## src/rtl/uart_parity.sv

```systemverilog
// uart_parity
//   Combined UART parity generator and checker. One instance serves both
//   TX parity insertion (d_in -> p_out) and RX parity verification
//   (chk_d_in/p_in -> err_*). Both paths share par_mode.
//
//   Optional feature macro: PARITY_ERR_CNT_EN adds the err_cnt port, a
//   16-bit saturating mismatch counter.
//
// Ports
//   clk, rst_n   rising-edge clock, asynchronous active-low reset
//   par_mode     00 even, 01 odd, 10 mark (1), 11 space (0)
//   d_in         generator data          -> p_out (combinational)
//   chk_d_in     received data
//   p_in         received parity bit
//   chk_valid    received character present this cycle
//   err_data     combinational mismatch, independent of chk_valid
//   err_valid    registered: a checked character completed last cycle
//   err_flag     registered mismatch of that character (holds otherwise)
//   err_sticky   set on any checked mismatch, cleared by err_clr
//   err_clr      synchronous clear of err_sticky (and err_cnt)
//   err_cnt      saturating mismatch count (PARITY_ERR_CNT_EN only)
module uart_parity #(
  parameter int WIDTH = 8
) (
  input  logic             clk,
  input  logic             rst_n,
  input  logic [1:0]       par_mode,
  input  logic [WIDTH-1:0] d_in,
  output logic             p_out,
  input  logic [WIDTH-1:0] chk_d_in,
  input  logic             p_in,
  input  logic             chk_valid,
  output logic             err_data,
  output logic             err_valid,
  output logic             err_flag,
  output logic             err_sticky,
  input  logic             err_clr
`ifdef PARITY_ERR_CNT_EN
  ,
  output logic [15:0]      err_cnt
`endif
);

  localparam logic [1:0] MODE_EVEN  = 2'b00;
  localparam logic [1:0] MODE_ODD   = 2'b01;
  localparam logic [1:0] MODE_MARK  = 2'b10;

  function automatic logic exp_par(input logic [1:0] mode,
                                   input logic [WIDTH-1:0] x);
    logic r;
    case (mode)
      MODE_EVEN: r = ^x;
      MODE_ODD:  r = ~(^x);
      MODE_MARK: r = 1'b1;
      default:   r = 1'b0;
    endcase
    return r;
  endfunction

  assign p_out    = exp_par(par_mode, d_in);
  assign err_data = (p_in != exp_par(par_mode, chk_d_in));

  // A mismatch that is actually being checked this cycle.
  logic hit;
  assign hit = chk_valid & err_data;

  always_ff @(posedge clk or negedge rst_n) begin
    if (!rst_n) begin
      err_valid  <= 1'b0;
      err_flag   <= 1'b0;
      err_sticky <= 1'b0;
    end else begin
      err_valid <= chk_valid;
      if (chk_valid) err_flag <= err_data;
      // New error beats a simultaneous clear.
      if (hit)          err_sticky <= 1'b1;
      else if (err_clr) err_sticky <= 1'b0;
    end
  end

`ifdef PARITY_ERR_CNT_EN
  always_ff @(posedge clk or negedge rst_n) begin
    if (!rst_n) begin
      err_cnt <= '0;
    end else if (hit) begin
      // Clear and error together leave a count of exactly one.
      if (err_clr)                err_cnt <= 16'd1;
      else if (err_cnt != 16'hFFFF) err_cnt <= err_cnt + 16'd1;
    end else if (err_clr) begin
      err_cnt <= '0;
    end
  end
`endif

endmodule

```

## config.mk

```make
export PLATFORM = sky130hd
export DESIGN_NAME = uart_parity
export DESIGN_NICKNAME = d
export VERILOG_FILES = /design/src/rtl/uart_parity.sv
export SDC_FILE = /design/constraint.sdc
export NUM_CORES = 1
export LEC_CHECK = 0
export CORE_AREA = 2 2 39 41
export CTS_CLUSTER_SIZE = 25
export DETAILED_ROUTE_END_ITERATION = 7
export DIE_AREA = 0 0 41 43
export HOLD_SLACK_MARGIN = 0.12
export PLACE_DENSITY = 0.7
export SKIP_LAST_GASP = 1
export SLEW_MARGIN = 15
export SYNTH_ARGS = -nofsm -noshare
export SYNTH_HDL_FRONTEND = slang
export SYNTH_SLANG_ARGS = --single-unit
export TNS_END_PERCENT = 1
```

## constraint.sdc

```tcl
create_clock -name clk -period 1.5 [get_ports clk]
set_clock_uncertainty 0.05 [all_clocks]
set_input_delay 0.225 -clock clk [delete_from_list [all_inputs] [get_ports clk]]
set_output_delay 0.225 -clock clk [all_outputs]
set_load 0.01 [all_outputs]
```

# Word level (Yosys, flattened, before mapping)
# Cells that the tools add are included.
# classes
eq_ne,3
n_mux,4
bitwise_logic,3
reduce_logical,4
# op_table
operator,n
$reduce_xor 8->1,2
$pmux 1 s3,2
$eq 2x1->1 const B,1
$eq 2x2->1 const B,1
$logic_not 2->1,1
$mux 1,2
$not 1->1,2
$reduce_bool 2->1,1
$and 1x1->1,1
$ne 1x1->1,1
# totals
ff_bits,3
out_inout_bits,5

# Depth between registers and ports, before layout
# Gate-level depths: netlist of the first run.
# logic_depth
word_depth,6
depth_mapped,5
ltp_nobuf,5

# Worst setup path after synthesis of the first run
# Ideal clock, no wire load.
# synth_path
kind,input-to-output
start,input chk_d_in[7]
end,output err_data
arrival_ps,1013
required_time_ps,1225
path_slack_ps,212
cell_stages,5
path_cell_list,xor2_1 xnor2_1 xnor2_1 nor2_1 xor2_1
# synth_via
elab_chain_cells,4
# synth_lines
element,line,text
start: declaration,30,"input logic [WIDTH-1:0] chk_d_in,"
$reduce_xor 8->1 *,"52, 53",
$not 1->1,53,MODE_ODD: r = ~(^x);
$pmux 1 s3 *,51,case (mode)
$ne 1x1->1 *,61,"assign err_data = (p_in != exp_par(par_mode, chk_d_in));"
end: declaration,33,"output logic err_data,"
# Mark *: on every way between the ends. The rest lies on a longest branch, timed or not.

# Worst setup path in the final report of the first run
# Same ends and word-level chain as after synthesis.

==> flow_summary.ini, run 1 <==
[synthesis]
synth_top_family_by_area = XOR/XNOR gates
synthSimpleGateAreaFrac_pct = 18.26
syn_avg_cell_area_um2 = 9.593
synth_compound_area_share_pct = 0
syn-num-nets = 53
ys_ff_latch = 3
postSynthCellCount = 30
synthDistinctLibCells = 10
synth_top_cell_area_share_pct = 42.61
synth.cell_area_um2 = 287.8
yosysTopAreaCell = xnor2_1
ys.warnings.count = 0
synthMuxAreaShare_pct = 3.913
synthXorXnorAreaFrac_pct = 51.74
ys_seq_area_share_pct = 26.09
synth-adder-area-share_pct = 0
synthTopCellsByArea = xnor2_1 (43%), dfrtp_1 (26%), xor2_1 (9.1%)

[power_and_ir_drop]
p_switching_mw = 0.1614
internal_power_mw = 0.4002
p_leak_nw = 0.3166
seqPwrFrac_pct = 18.8
power_density_nw_per_um2 = 873.3
combPwrFrac_pct = 56.4
ir_worst_vdd_v = 0.0002707
clockPowerShare_pct = 24.9
swShare_pct = 28.74

[clock_tree]
cts_htree_levels = 1
clock_sinks = 3
cts_root_buf = clkbuf_4
cts_tree = done
cts.clk_slew.worst_paths_ns = 0.03
cts_buffers = 3
clockBufferDepth = 2
worstSkewPairLatency_ns = 0.23
ctsHoldBuffers = 0

[placed_design]
io_buffers = 27
dp_hpwl_um = 619.2
place_congestion = 0.6248

[route]
routed-wl-met2_um = 364
drt_wl_total_um = 692
wl_per_cell_um = 8.238
route.detailed.drc = 0
dr_wl_met3_um = 125
viasPerCell = 4.048
drt-met1-wl_um = 203
num_vias = 340
antenna_left = 0
drtPass1Iterations = 2
drt_iter0_drc = 2
top_layer = met3

[worst_hold_path]
min_path_type = input port to async pin

[grt]
grt_pass1_wl_um = 1214
grt_max_degree = 5
antenna_found_initial = 0
grt_overflow = 0
grt_pass1_vias = 374
groute.usage.overall_pct = 9.920

[sta]
final_max_slew_viol_count = 0
finalCritPeriodShare_pct = 97.84
setup_tns_ns = 0
hold_viol = 0
fmax_ghz = 0.6814
rsz0062_at_grt = yes
relSlewSlack_pct = 87.90
worst_hold_slack_ns = 0.1277
final-setup-viol-count = 0
fin_crit_ns = 1.468
worst_pin_slew_ns = 0.1803

[flow_run]
max-cap-violations = 0

[final_layout]
fin_nets = 92
mostFrequentLayoutCells = xnor2_1 (8), buf_2 (8), clkdlybuf4s50_1 (7), buf_4 (7)
antenna_cells = 0
drive_above_1_share_pct = 54.41
syn2layout_area_growth_pct = 123.5

[die]
dieArea_um2 = 1763
die_h_um = 43
rows = 14
io_pins = 28
start_util_pct = 20.80
chipWidth_um = 41
core-area_um2 = 1384

[worst_setup_path]
startpoint_type = input port
critPathKind = input port to primary output
cp_cell_sequence = buf_6 -> xor2_1 -> xnor2_1 -> xnor2_1 -> nor2_1 -> xor2_1 -> buf_2
crit_fanout = 2
crit_required_ns = 1.22
cp_slowest_cell = xnor2_1
endpoint_kind = primary output
cp_slowest_stage_delay_ns = 0.18
crit_arrival_ns = 1.19

[run_status]
outcome = complete, no violations
[cells in the mapped netlist (all sizes together)]
library cell and count:
xnor2 14, dfrtp 3, nand3 3, xor2 3, nand2b 2, nor2 2
mux2 1, nand2 1, or3b 1
[worst max-delay path, delay by kind of cell]
family / cells / cell delay (ns)
xor gates and xnor gates: 4 / 0.59
and+or+nand+nor: 1 / 0.15
buffers and inverters: 2 / 0.23
[per-layer routing]
| layer | up-vias | track usage, % |
|---|---|---|
| met3 | 0 | 3.665 |
| met4 | 0 | 6.000 |
| li1 | 171 | - |
| met1 | 142 | 9.585 |
| met5 | - | 0 |
| met2 | 27 | 16.56 |
[logic make-up after synthesis]
family / Yosys count
xor gates and xnor gates: 17
DFF: 3
muxes: 1
and+or+nand+nor: 9
[power by group through the flow]
stage / registers, mW / clock network, mW / logic (mW)
2_1_floorplan: 0.115 / 0 / 0.122
3_3_place_gp: 0.106 / 0 / 0.294
3_5_place_dp: 0.107 / 0 / 0.295
4_1_cts: 0.106 / 0.146 / 0.309
5_1_grt: 0.108 / 0.160 / 0.348
6_report: 0.105 / 0.140 / 0.317
[final timing paths]
path,from,end,slack (ns),cells after the start
setup / recovery,chk_d_in[7],err_data,0.03,7
hold / removal,rst_n,err_flag,0.13,1
setup reg to reg,err_flag,err_flag,0.81,2
hold reg to reg,err_sticky,err_sticky,0.45,2
max in group asynchronous,rst_n,err_sticky,1.13,1
min in group clk,err_sticky,err_sticky,0.45,2
[flip-flops by register name (all words and copies together), names as in the netlist]
name / count
err_flag: 1
err_sticky: 1
err_valid: 1
[area by class of cell]
class / count / area [um2]
Fill cell: 148 / 740.7
Sequential cell: 3 / 75.07
Multi-Input combinational cell: 27 / 266.5
Timing Repair Buffer: 34 / 255.2
Tap cell: 16 / 20.02
Clock buffer: 4 / 26.28
[per-stage QoR]
| stage | area, um2 | cells | utilization [%] | total power, mW | worst slack (ns) |
|---|---|---|---|---|---|
| 6_report | 643.1 | 84 | 46.47 | 0.5616 | 0.03240 |
| 5_1_grt | 643.1 | 84 | 46.47 | 0.6162 | -0.06035 |
| 4_1_cts | 633.1 | 84 | 45.75 | 0.5616 | -0.008857 |
| 3_5_place_dp | 615.6 | 78 | 44.48 | 0.4026 | -0.7493 |
| 3_3_place_gp | 615.6 | 78 | 44.48 | 0.3995 | -0.7347 |
| 2_1_floorplan | 287.8 | 30 | - | 0.2367 | 0.2121 |
[repair_timing]
item	CTS	global route
setup endpoints to repair	4	2
pin swaps	17	15
buffers inserted	3	0
resized for setup	62	12
No activity file was read; power rests on OpenSTA's default activity.
==> run 2: changes to the inputs <==
CORE_AREA = 3 3 40 42   (was 2 2 39 41)
CTS_CLUSTER_SIZE = 14   (was 25)
DIE_AREA = 0 0 43 45   (was 0 0 41 43)
GPL_TIMING_DRIVEN = 1   (was unset)
==> run 2 against run 1 <==
The run now ends with negative setup slack left. Flip-flop and latch count did not move. Sequential power barely moved. Final cell count fell by 3.6%. Via count fell by 2.4%. Critical endpoint is now p_out. Global-route usage fell by 1.4 points. Critical path depth did not move. Maximum frequency fell by 2.9%. Non-clock buffer count fell by 2. First-iteration DRC count fell by 50%. Setup slack got worse by 0.043 ns. Register-to-register slack barely moved. Sequential share of layout area rose by 0.38 points.
==> flow_summary.ini, run 2 (synthesis results as in run 1) <==
[run_status]
outcome = finished with violations
violations = negative setup slack

[clock_tree]
worstSkewPairLatency_ns = 0.23
clock_sinks = 3
cts_buffers = 3
cts_tree = done
cts_htree_levels = 1
cts.clk_slew.worst_paths_ns = 0.04
clockBufferDepth = 2
cts_root_buf = clkbuf_4

[final_layout]
multi_input_area_um2 = 235.2
final_common_cell = xnor2_1
drive_above_1_share_pct = 34.85
nFillCells = 138
fin_nets = 90
top_regs = err_flag (1), err_sticky (1), err_valid (1)
layout.cells.non_filler = 81
seq_area_um2 = 75.07
mostFrequentLayoutCells = xnor2_1 (11), buf_2 (8), clkdlybuf4s15_1 (8)
syn2layout_area_growth_pct = 116.5
antenna_cells = 0

[sta]
setup_tns_ns = -0.01095
finalCritPeriodShare_pct = 100.7
hold_viol = 0
relSlewSlack_pct = 87.89
final_max_slew_viol_count = 0
rsz0062_at_grt = yes
worst_pin_slew_ns = 0.1803
fmax_ghz = 0.6618
fin_ws_ns = -0.01095
final-setup-viol-count = 1
fin_crit_ns = 1.511

[route]
route.detailed.drc = 0
num_vias = 332
antenna_left = 0
drtPass1Iterations = 2
drt_wl_total_um = 670
viasPerCell = 4.099
drt_iter0_drc = 1
wl_per_cell_um = 8.272

[worst_setup_path]
startpoint_type = input port
crit_fanout = 1
endpoint_kind = primary output
reg2regPathDepth = 2
rrSetupSlack_ns = 0.81
crit_arrival_ns = 1.24
critPathKind = input port to primary output
crit_required_ns = 1.22

[power_and_ir_drop]
ir_worst_vdd_v = 0.0003099
power_density_nw_per_um2 = 828.6
p_leak_nw = 0.2807
power_mw = 0.5163

[placed_design]
io_buffers = 27
placed_cells = 77
place_congestion = 0.6580
pre_cts_slack_ns = -0.7650

[grt]
grt_overflow = 0
grt_pass1_wl_um = 1152
antenna_found_initial = 0
groute.usage.overall_pct = 8.521
grt_max_degree = 5
grt_pass1_vias = 313

[worst_hold_path]
min_path_type = input port to async pin

[die]
core-area_um2 = 1285
die_h_um = 45
dieArea_um2 = 1935
chipWidth_um = 43
start_util_pct = 22.40
rows = 13
io_pins = 28

[flow_run]
max-cap-violations = 0
==> run 2: cell types whose count changed in the layout (fill, tap and decap cells not counted), moves of 2 or more <==
cell and delta:
clkdlybuf4s15_1 +8, clkbuf_2 -6, xnor2_1 +3, xnor2_2 -3, buf_4 -2, buf_6 -2
==> run 2: timing repair <==
| item | in CTS | in global routing |
|---|---|---|
| buffers inserted | 0 | 0 |
| gates resized for setup | 56 | 2 |
| pin swaps | 17 | 4 |
| setup endpoints to repair | 4 | 2 |
| hold buffers | 0 | 0 |
==> run 2: worst paths after layout <==
path / end / from
max: p_out / d_in[2]
min: err_flag / rst_n
max reg2reg: err_sticky / err_sticky
min reg2reg: err_flag / err_flag
max in group asynchronous: err_sticky / rst_n
min in group clk: err_flag / err_flag
==> run 2: cell type report <==
| cell class | instances | area share (%) |
|---|---|---|
| Sequential cell | 3 | 12.05 |
| Clock buffer | 4 | 4.217 |
| Tap cell | 15 | 3.012 |
| Multi-Input combinational cell | 27 | 37.75 |
| Timing Repair Buffer | 32 | 42.97 |
==> run 2: report_power, final <==
part	internal [mW]	switching [mW]	total, mW
Clock	0.0997	0.0425	0.142
Sequential	0.0977	0.00736	0.105
Combinational	0.168	0.101	0.269
==> run 2: metrics by stage <==
stage               cell area [um2]  hold WS (ns)  utilization (%)
floorplan                     287.8       -0.1206                -
global placement              614.3        0.3676            47.81
detailed placement            614.3        0.3739            47.81
CTS                           610.6        0.1248            47.52
global route                  623.1        0.1348            48.49
finish                        623.1        0.1248            48.49
==> run 2: metal layers <==
layer	vias up	wire length [um]	GRT usage, %
met5	-	0	0
met4	0	21	9.036
met3	2	113	3.187
met2	25	298	13.47
met1	134	237	8.273
li1	171	-	-
==> run 2: worst max-delay path, cell delays in order <==
cell and delay (ns):
clkdlybuf4s15_1 0.18, xnor2_1 0.18, xnor2_1 0.15, xnor2_1 0.14
nor2_1 0.07, xnor2_1 0.14, buf_2 0.15
